--- src/rtl/wrr_pkg.sv ---
// Shared types and defaults for the weighted round-robin arbiter.
package wrr_pkg;

    typedef enum logic {
        IDLE = 1'b0,
        BUSY = 1'b1
    } wrr_state_e;

    localparam int WRR_N_DEF  = 4;
    localparam int WRR_WW_DEF = 4;

endpackage

--- src/rtl/rr_pick.sv ---
// Rotating-priority picker: first set bit of (req & mask) at or after pointer,
// wrapping from N-1 back to 0.
module rr_pick
    import wrr_pkg::*;
#(
    parameter int N  = WRR_N_DEF,
    parameter int IW = $clog2(WRR_N_DEF)
) (
    input  logic [N-1:0]  req,
    input  logic [N-1:0]  mask,
    input  logic [IW-1:0] pointer,
    output logic [N-1:0]  onehot,
    output logic [IW-1:0] index
);

    logic [N-1:0]  w_mreq;
    logic [IW-1:0] w_idx;
    logic          w_found;

    assign w_mreq = req & mask;

    always_comb begin
        onehot  = '0;
        index   = '0;
        w_found = 1'b0;
        w_idx   = '0;
        for (int k = 0; k < N; k++) begin
            w_idx = IW'((int'(pointer) + k) % N);
            if (!w_found && w_mreq[w_idx]) begin
                w_found       = 1'b1;
                onehot[w_idx] = 1'b1;
                index         = w_idx;
            end
        end
    end

endmodule

--- src/rtl/wrr_arbiter.sv ---
// Weighted round-robin arbiter with per-grant beat credit.
// Optional per-requester grant counters are enabled by defining WRR_GRANT_CNT_EN.
module wrr_arbiter
    import wrr_pkg::*;
#(
    parameter int N  = WRR_N_DEF,
    parameter int WW = WRR_WW_DEF
) (
    input  logic                 clk,
    input  logic                 rst_n,
    input  logic [N-1:0]         req,
    input  logic [N*WW-1:0]      weight,
    input  logic                 ack,
    output logic [N-1:0]         grant,
    output logic                 grant_valid,
    output logic [$clog2(N)-1:0] grant_id
`ifdef WRR_GRANT_CNT_EN
    ,
    output logic [N*16-1:0]      grant_cnt
`endif
);

    localparam int IW = $clog2(N);

    wrr_state_e    r_state, w_nxt_state;
    logic [IW-1:0] r_ptr, w_nxt_ptr;
    logic [IW-1:0] r_grant_id, w_nxt_id;
    logic [IW-1:0] w_ptr_inc, w_pick_ptr, w_pick_idx, w_load_id;
    logic [WW-1:0] r_credit, w_nxt_credit, w_load_wt;
    logic [N-1:0]  r_grant, w_nxt_grant, w_pick_oh;
    logic          w_release, w_load;

    assign w_release  = (r_state == BUSY) &&
                        ((ack && (r_credit == WW'(1))) || !req[r_grant_id]);
    assign w_ptr_inc  = (r_grant_id == IW'(N - 1)) ? '0 : r_grant_id + IW'(1);
    // On release, arbitration already starts from the post-release pointer.
    assign w_pick_ptr = (r_state == BUSY) ? w_ptr_inc : r_ptr;

    // Masking the current grantee lets others win first; it is re-granted only if alone.
    rr_pick #(
        .N  (N),
        .IW (IW)
    ) u_pick (
        .req     (req),
        .mask    (~r_grant),
        .pointer (w_pick_ptr),
        .onehot  (w_pick_oh),
        .index   (w_pick_idx)
    );

    always_comb begin
        w_nxt_state  = r_state;
        w_nxt_ptr    = r_ptr;
        w_nxt_credit = r_credit;
        w_nxt_grant  = r_grant;
        w_nxt_id     = r_grant_id;
        w_load       = 1'b0;
        w_load_id    = w_pick_idx;
        case (r_state)
            IDLE: begin
                if (|req) w_load = 1'b1;
            end
            BUSY: begin
                if (w_release) begin
                    w_nxt_ptr = w_ptr_inc;
                    if (|w_pick_oh) begin
                        w_load = 1'b1;
                    end else if (req[r_grant_id]) begin
                        w_load    = 1'b1;
                        w_load_id = r_grant_id;
                    end else begin
                        w_nxt_state  = IDLE;
                        w_nxt_grant  = '0;
                        w_nxt_id     = '0;
                        w_nxt_credit = '0;
                    end
                end else if (ack) begin
                    w_nxt_credit = r_credit - WW'(1);
                end
            end
        endcase
        w_load_wt = weight[w_load_id*WW +: WW];
        if (w_load) begin
            w_nxt_state            = BUSY;
            w_nxt_grant            = '0;
            w_nxt_grant[w_load_id] = 1'b1;
            w_nxt_id               = w_load_id;
            w_nxt_credit           = (w_load_wt == '0) ? WW'(1) : w_load_wt;
        end
    end

    always_ff @(posedge clk or negedge rst_n) begin
        if (!rst_n) begin
            r_state    <= IDLE;
            r_ptr      <= '0;
            r_credit   <= '0;
            r_grant    <= '0;
            r_grant_id <= '0;
        end else begin
            r_state    <= w_nxt_state;
            r_ptr      <= w_nxt_ptr;
            r_credit   <= w_nxt_credit;
            r_grant    <= w_nxt_grant;
            r_grant_id <= w_nxt_id;
        end
    end

    assign grant       = r_grant;
    assign grant_valid = |r_grant;
    assign grant_id    = r_grant_id;

`ifdef WRR_GRANT_CNT_EN
    logic [N-1:0][15:0] r_cnt;

    always_ff @(posedge clk or negedge rst_n) begin
        if (!rst_n) begin
            r_cnt <= '0;
        end else begin
            for (int i = 0; i < N; i++) begin
                if (w_load && (w_load_id == IW'(i)) && (r_cnt[i] != 16'hFFFF))
                    r_cnt[i] <= r_cnt[i] + 16'd1;
            end
        end
    end

    assign grant_cnt = r_cnt;
`endif

endmodule
--- config.mk ---
export PLATFORM = sky130hd
export DESIGN_NAME = wrr_arbiter
export DESIGN_NICKNAME = d
export VERILOG_FILES = /design/src/rtl/wrr_pkg.sv /design/src/rtl/rr_pick.sv /design/src/rtl/wrr_arbiter.sv
export SDC_FILE = /design/constraint.sdc
export NUM_CORES = 1
export LEC_CHECK = 0
export CAP_MARGIN = 15
export CELL_PAD_IN_SITES_DETAIL_PLACEMENT = 1
export CELL_PAD_IN_SITES_GLOBAL_PLACEMENT = 1
export CORE_ASPECT_RATIO = 1.75
export CORE_UTILIZATION = 31
export DETAILED_ROUTE_END_ITERATION = 6
export PLACE_DENSITY = 0.83
export SLEW_MARGIN = 10
export SYNTH_ARGS = -nofsm -noshare
export SYNTH_HDL_FRONTEND = slang
export SYNTH_SLANG_ARGS = --single-unit
--- constraint.sdc ---
create_clock -name clk -period 2.06 [get_ports clk]
set_input_delay 0.618 -clock clk [delete_from_list [all_inputs] [get_ports clk]]
set_output_delay 0.618 -clock clk [all_outputs]
set_load 0.01 [all_outputs]
# After elaboration in Yosys (flattened, before gate mapping)
# Cells that the tools add are included.
[classes]
n_addsub = 5
n_bitwise = 6
n_lt_le_gt_ge = 11
n_shift = 1
n_eq_ne = 6
n_mux = 60
n_reduce_logical = 25
[ops]
columns = ["operator", "count"]
rows = [
  ["2-to-1 mux 4 bit", 14],
  ["2-to-1 mux 2 bit", 15],
  ["2-to-1 mux 1 bit", 20],
  ["< comparator 2 x 3 -> 1 bit, second input constant", 6],
  ["indexed part select 16 x 5 -> 4 bit", 1],
  ["bitwise OR 4 bit", 3],
  ["OR reduction 4 bit", 3],
  ["binary-select mux 1 bit (select 2 bit)", 5],
  ["demux 1 bit (select 2 bit)", 5],
  ["greater-or-equal comparator 2 x 1 -> 1 bit, second input constant", 5],
  ["logical AND 1 bit", 10],
  ["AND reduction 4 bit", 2],
  ["inequality test 3 bit, second input constant", 2],
  ["adder 2 x 1 -> 2 bit, second input constant", 2],
  ["adder 2 bit, second input constant", 2],
  ["AND 4 bit", 1],
  ["== test 4 x 1 -> 1 bit, second input constant", 1],
  ["zero test 1 bit", 4],
  ["zero test 4 bit", 1],
  ["inequality test 2 bit, second input constant", 2],
  ["inverter 4 bit", 1],
  ["nonzero test 2 bit", 2],
  ["subtractor 4 x 1 -> 4 bit, second input constant", 1],
  ["nonzero test 3 bit", 1],
  ["5 further kinds", 5],
]
[totals]
wordCells = 119
output_inout_bits = 7
inputBits = 23
ff_bits = 13

# Longest topological paths before layout
[logic_depth]
word_depth = 24
depth_mapped = 9
ltp_nobuf = 8

# Cells and area by module
# Synthesis repeated with hierarchy kept, for this count alone.
[hier_totals]
cells_unflattened = 168
hier_area_um2 = 1500.2
[modules_own_cells]
columns = ["mod", "area_each_um2", "n_inst", "cells_each", "seq_area_each_um2"]
rows = [
  ["wrr_arbiter", 978.4, 1, 103, 325.3],
  ["rr_pick", 521.8, 1, 65, 0.0],
]

# Least setup slack after synthesis
# Ideal clock, no wire load.
[synth_path]
path_kind = "reg2reg"
from = "register r_grant_id[0] (netlist: grant_id[0])"
to = "register r_credit[0]"
required_time_ps = 1936
synth_period_minus_slack_ps = 2272
setup_slack_ps = -212
path_buffers = 1
setup_time_ps = 124
arrival_ps = 2148
path_stages_with_launch = 10
path_cell_list = "dfrtp_1 ha_1 mux2i_4 nor2_1 a211oi_1 o2bb2ai_2 buf_6 mux2i_1 nand3_1 a211o_1"
[synth_between]
elab_chain_len = 23
elab_cells_between_ends = 80
classes_between = "add/sub: 4; order compare: 8; eq/ne: 3; shift: 1; mux: 43; bitwise: 3; reduce/logical: 18"
[synth_rtl]
columns = ["element", "line_no", "rtl"]
rows = [
  ["start: declaration", "wrr_arbiter.sv:27", "logic [IW-1:0] r_grant_id, w_nxt_id;"],
  ["start signal: assignment", "wrr_arbiter.sv:104", "r_grant_id <= w_nxt_id;"],
  ["adder 2 x 1 -> 2 bit or == test 2 bit (tied branches)", "wrr_arbiter.sv:35", "assign w_ptr_inc = (r_grant_id == IW'(N - 1)) ? '0 : r_grant_id + IW'(1);"],
  ["2-to-1 mux 2 bit *", "wrr_arbiter.sv:35", ""],
  ["named net w_ptr_inc[1]", "wrr_arbiter.sv:28", "logic [IW-1:0] w_ptr_inc, w_pick_ptr, w_pick_idx, w_load_id;"],
  ["2-to-1 mux 2 bit *", "wrr_arbiter.sv:37", "assign w_pick_ptr = (r_state == BUSY) ? w_ptr_inc : r_ptr;"],
  ["parallel branches: the longest is 20 deep, another holds < comparator 2 x 3 -> 1 bit", "-", ""],
  ["end signal: assignment", "wrr_arbiter.sv:102", "r_credit <= w_nxt_credit;"],
  ["end: declaration", "wrr_arbiter.sv:29", "logic [WW-1:0] r_credit, w_nxt_credit, w_load_wt;"],
]
# Mark *: on every way through the listed nets, which the timed path passes. The select of a mux whose other input is x is not followed.
# A chain may end at the register's enable or synchronous reset.

# Worst setup path in the final report
[layout_path]
from = "register r_grant_id[0] (netlist: grant_id[0])"
to = "register r_credit[2]"
[layout_between]
elab_chain_len = 23
elab_cells_between_ends = 80
classes_between = "add/sub: 4; order compare: 8; eq/ne: 3; shift: 1; mux: 43; bitwise: 3; reduce/logical: 18"
[layout_rtl]
columns = ["element"]
rows = [
  ["parallel branches: the longest is 23 deep, another holds < comparator 2 x 3 -> 1 bit"],
]
# Several ways; the timed one is not identified. The select of a mux whose other input is x is not followed.

==> flow_summary.yaml <==
pwr:
  pwr-share-seq_pct: 16.6
  ir_worst_vdd_mv: 0.789
  clkPwrFrac_pct: 7.5
  p_sw_share_pct: 44.2
  leakage_nw: 0.793
  finalPower_mw: 3.21
  p_int_mw: 1.79
  p_switching_mw: 1.42
  pwr-share-comb_pct: 75.9
  powerDensity_mw_per_mm2: 1770
setup_path:
  cp_max_fo: 6
  cp-start-kind: "flop"
  r2r_start: "grant_id[0]"
  r2r_cells: 9
  reg2reg_slack_ns: -0.23
  critPathKind: "reg -> reg"
  arrival_ns: 2.41
  crit_required_ns: 2.19
  timing.rr.end: "r_credit[2]"
  crit_path_end_kind: "flop"
synth:
  synth_async_sr_flop_share_pct: 100
  seq_area_frac_synth_pct: 31.2
  ys_ff_latch: 13
  syn-num-nets: 138
  synth_cell_types: 40
  synth_edf_count: 0
  netlist_instances: 112
  synth_top_flop_cell: "dfrtp_1"
  synth_area_per_cell_sq_um: 9.31
  synth_area_sq_mm: 0.00104
  yosysWarningCount: 0
routing:
  drt-initial-drc-count: 49
  dr.pass1.iters: 4
  vias: 1241
  wl_per_cell_um: 20.4
  ant_nets: 0
  wl_mm: 4.57
  viasPerCell: 5.54
  drc_errors: 0
cts:
  numCtsBuffers: 3
  cts_tree: "yes"
  clk_pin_slew_worst_paths_ns: 0.06
  root_buffer: "clkbuf_8"
  insertion_delay_ns: 0.25
  postCtsHoldBufs: 0
  clk_path_buf_depth: 2
  cts_num_sinks: 13
  h-tree-depth: 1
timing:
  clock_skew_ns: 0.000852
  maxSlewViolCount: 0
  worst_slack_ns: -0.228
  rsz0062_at_grt: "true"
  finalSetupViolations: 9
  hold_ws_ns: 0.506
  final_hold_viol_count: 0
  period_needed_ns: 2.29
  slew-limit-headroom_pct: 56.4
  worst_pin_slew_ns: 0.652
  fin_crit_sh_pct: 111
  fmax_mhz: 437
floorplan:
  placementRows: 27
  dieWidth_um: 45.8
  start_util_pct: 32.8
  pin_count: 30
  die_area_sq_mm: 0.00361
  die_h_um: 78.7
  core-area_sq_mm: 0.00318
outcome:
  status: "finished, violations left"
  violations: "setup timing"
global_routing:
  grtUsageTotal_pct: 27.8
  grt_pass1_wl_mm: 7.05
  grt_max_degree: 14
  overflow: 0
  antenna_found_initial: 0
  grt_pass1_vias: 1434
place:
  numPlacedInstances: 201
  gp_congestion: 0.876
  io_buffers: 29
  dp_hpwl_mm: 3.03
  dp_slack_ns: -0.826
final_layout:
  final_util_pct: 57.1
  stdcell_count: 224
  drive_above_1_share_pct: 43.1
  final_cell_mix: "buf_4 (35), clkdlybuf4s50_1 (23), dfrtp_1 (11)"
  diodes: 0
  nNetsFinal: 208
  final_common_cell: "buf_4"
  syn_to_final_growth_pct: 74.1
  fillers: 374
hold_path:
  hp-start: "r_ptr[0]"
  worstHoldPathType: "reg -> reg"
  hold_end: "r_ptr[0]"
  min_path_cells: 1
job:
  cap_violations: 0
what timing repair did:
action / 4_1_cts / 5_1_grt
buffers inserted: 13 / 6
setup endpoints to repair: 12 / 11
hold endpoints to repair: 0 / 0
resized for setup: 30 / 10
pin swaps: 7 / 6
cells by family (layout without fill, tap and decap cells):
family	after synthesis	after routing	share of synthesized area [%]
muxes	15	15	16.6
and+or+nand+nor	48	48	24.2
buffers and inverters	5	74	2.88
adders and majority gates	3	3	3.60
DFF	13	13	31.2
AOI/OAI and AO/OA	28	28	21.5
layer usage:
layer	part of all wire, %	vias to the layer above	global-route usage [%]
met3	2.9	26	1.82
met4	6.2	0	17.1
met2	59	50	55.6
met5	0	-	0
li1	-	557	-
met1	32	608	23.8
synthesized netlist by cell type (2+ instances only):
master,count,share of area (%)
inv_1,2,0.72
a211o_1,2,1.7
or4_1,2,1.4
nand2b_1,7,4.2
ha_1,3,3.6
nor3_1,5,2.4
mux2i_1,9,8.6
a21o_1,4,2.9
nor2_1,10,3.6
a22o_1,2,1.7
nor2b_1,4,2.4
nand3_1,3,1.4
nand2_1,8,2.9
a211oi_1,2,1.4
nor4_1,3,1.8
mux2_2,4,4.3
a21oi_1,2,0.96
dfrtp_1,13,31
o211ai_1,2,1.4
nand4_1,2,1.2
o21ai_0,4,1.9
worst max-delay path by stage:
stage / depth (start not counted) / start / to / slack, ns
final: 9 / grant_id[0] / r_credit[2] / -0.23
after global routing: 9 / grant_id[0] / r_credit[0] / -0.28
after CTS: 9 / grant_id[0] / r_credit[0] / -0.15
after detailed placement: 9 / req[1] / r_credit[2] / -0.83
after global placement: 9 / req[1] / r_credit[2] / -0.77
after floorplan: 9 / grant_id[0] / r_credit[0] / -0.05
power groups by stage:
stage / logic (mW) / registers (mW) / clock network [mW]
floorplan: 1.13 / 0.520 / 0
global placement: 1.77 / 0.511 / 0
detailed placement: 1.86 / 0.520 / 0
CTS: 2.26 / 0.516 / 0.244
global route: 2.58 / 0.542 / 0.251
finish: 2.44 / 0.532 / 0.241
worst max-delay path: stages, from the launching register on:
cell and delay (ns):
dfrtp_2 0.45, buf_6 0.15, mux2i_2 0.15, mux2_4 0.32, nor3_4 0.18, o2bb2ai_4 0.18, buf_4 0.14, mux2_2 0.33
a2bb2oi_2 0.16, o211ai_1 0.10
layout make-up:
class                      instances  area [sq um]  share of cell area [%]
sequential                        13           328                    18.1
inverter                           3          11.3                   0.621
multi-input combinational         94           816                    45.0
clock buffer                       4          45.0                    2.48
tap                               43          53.8                    2.97
timing repair buffer              67           561                    30.9
flip-flops by register name (all words and copies together) (netlist names):
name and count:
grant_id 2, r_credit 4, r_ptr 2, grant 4, r_state 1
through the flow:
step	setup TNS, ns	cell area (sq um)
2_1_floorplan	-0.0821	1080
3_3_place_gp	-5.83	1550
3_5_place_dp	-6.75	1550
4_1_cts	-0.694	1780
5_1_grt	-1.78	1810
6_report	-1.01	1810
No activity file was read; power rests on OpenSTA's default activity.
==> RTL change: new RTL, same flow settings <==
Change the package constant `WRR_N_DEF` from 4 to 8.
--- a/src/rtl/wrr_pkg.sv
+++ b/src/rtl/wrr_pkg.sv
@@ -6,7 +6,7 @@
         BUSY = 1'b1
     } wrr_state_e;
 
-    localparam int WRR_N_DEF  = 4;
+    localparam int WRR_N_DEF  = 8;
     localparam int WRR_WW_DEF = 4;
 
 endpackage
Ports: changed (resized grant, grant_id, req and weight); port bits go from 30 to 55. The function was not compared with the original's and may differ.
==> RTL change against the original RTL <==
The flow still finishes with violations (setup timing). Core utilization up 5.6 points. Global-route usage up 9.6 points. Count of clock-buffer cells in the layout down 1. First-iteration DRC count rose to 5.8 times the old value. Synthesized area rose to 2.5 times the old value. Non-clock buffer count up 156. Routed wire length rose to 3.9 times the old value. Clock skew up 0.0014 ns. Setup slack worse by 2.5 ns. Design area rose to 2.9 times the old value. Sequential share of layout area down 8.9 points. Sequential cell count up 6. Critical endpoint is now r_credit[3].
Power is left out: the tool's default activity adds up to more than one toggle a clock period on the data nets, which glitch-free logic cannot reach.
==> RTL change: results <==
group,metric,value,unit
route,detail_route.vias_per_cell,6.67,
grt,grt_max_degree,20,
finish,nets,563,
finish,num_antenna_cells,0,
timing,fin_ws,-2.71,ns
timing,setup_violations,21,
route,detail_route.first_pass.iterations,5,
synthesis,synth.distinct_cells,71,
worst_setup_path,slowest_stage,"or4_4",
run_status,violations,"setup timing",
grt,grt_pass1_wl,24.2,mm
clock_network,cts_made_buffers,3,
placement,gp_congestion,0.922,
worst_hold_path,worstHoldPathType,"flop to flop",
synthesis,synth.area.top_cells,"dfrtp_1 (18%), mux2i_1 (9.6%), ha_1 (4.8%)",
route,drtIter0Drc,285,
worst_setup_path,cp.arrival,4.93,ns
grt,grt_use_total,37.4,%
synthesis,synth_fp_nets,351,
clock_network,root_buffer,"clkbuf_16",
run_status,run_status,"finished with violations",
timing,clock-skew-final,0.00224,ns
clock_network,clk_latency,0.27,ns
worst_setup_path,cp_top_family,"compound AO/OA/AOI/OAI gates",
finish,drive_gt1_share,54.8,%
synthesis,synthTopCellsByCount,"mux2i_1 (25), dfrtp_1 (19), a21oi_1 (14)",
worst_setup_path,crit_path_max_fanout,6,
timing,maxSlewHeadroom,60.4,%
synthesis,synth_seq_area_share,18.2,%
placement,hpwl,10.7,mm
placement,detailed_place.area,4280,sq um
grt,grt_pass1_vias,4388,
placement,io_buffers,54,
worst_setup_path,slowest_delay,0.55,ns
route,drt-total-wl,17.8,mm
==> RTL change: cell count changes in the layout (fill, tap and decap cells not counted), moves of 9 or more <==
cell / change
clkdlybuf4s50_1: +21
mux2i_1: +10
a21oi_1: +9
a22o_1: +9
buf_4: +108
buf_6: +18
==> RTL change: cells by family (layout without fill, tap and decap cells) <==
group / after synthesis / in the layout / share of synthesized area, %
adders and majority gates: 10 / 10 / 4.78
AOI/OAI and AO/OA: 117 / 117 / 35.0
xor gates and xnor gates: 2 / 2 / 0.669
buffers and inverters: 28 / 239 / 5.64
and+or+nand+nor: 90 / 90 / 20.8
DFF: 19 / 19 / 18.2
muxes: 32 / 32 / 15.0
==> RTL change: metrics by stage <==
step	std cells	setup slack [ns]	TNS [ns]	utilization [%]	hold WS (ns)
floorplan	298	-2.38	-32.10	-	0.322
global placement	560	-2.60	-38.42	51.8	0.509
detailed placement	560	-2.77	-40.64	51.8	0.528
CTS	591	-2.55	-36.16	57.8	0.554
global route	601	-2.82	-40.51	62.8	0.562
finish	601	-2.71	-39.34	62.8	0.571
==> RTL change: final timing paths <==
| path | start | cells after the start | slack (ns) | endpoint |
|---|---|---|---|---|
| worst max-delay path | grant_id[0] | 20 | -2.71 | r_credit[3] |
| worst max register to register | grant_id[0] | 20 | -2.71 | r_credit[3] |
| worst min-delay path | r_ptr[2] | 1 | 0.57 | r_ptr[2] |
| max in group asynchronous | rst_n | 2 | 1.09 | grant_id[2] |
| min in group asynchronous | rst_n | 2 | 0.71 | r_credit[3] |
| worst min register to register | r_ptr[2] | 1 | 0.57 | r_ptr[2] |
==> RTL change: layer usage <==
metal / vias to the layer above / wire [microns] / GRT usage [%]
met3: 119 / 726 / 4.61
met4: 0 / 1810 / 35.0
met1: 1987 / 5650 / 32.4
met2: 271 / 9580 / 72.0
met5: - / 0 / 0
li1: 1632 / - / -
==> RTL change: cell type report <==
| cell class | instances | area (sq um) |
|---|---|---|
| clock buffer | 3 | 75.1 |
| clock inverter | 1 | 7.51 |
| fill | 885 | 3080 |
| inverter | 12 | 52.6 |
| multi-input combinational | 251 | 2520 |
| sequential | 19 | 477 |
| tap | 92 | 115 |
| timing repair buffer | 223 | 1930 |
==> RTL change: timing repair <==
item                       4_1_cts  5_1_grt
buffers inserted                28       10
resized for setup               88       58
setup endpoints to repair       20       22
pin swaps                       26       14
gates cloned                     0        1
hold endpoints to repair         0        0
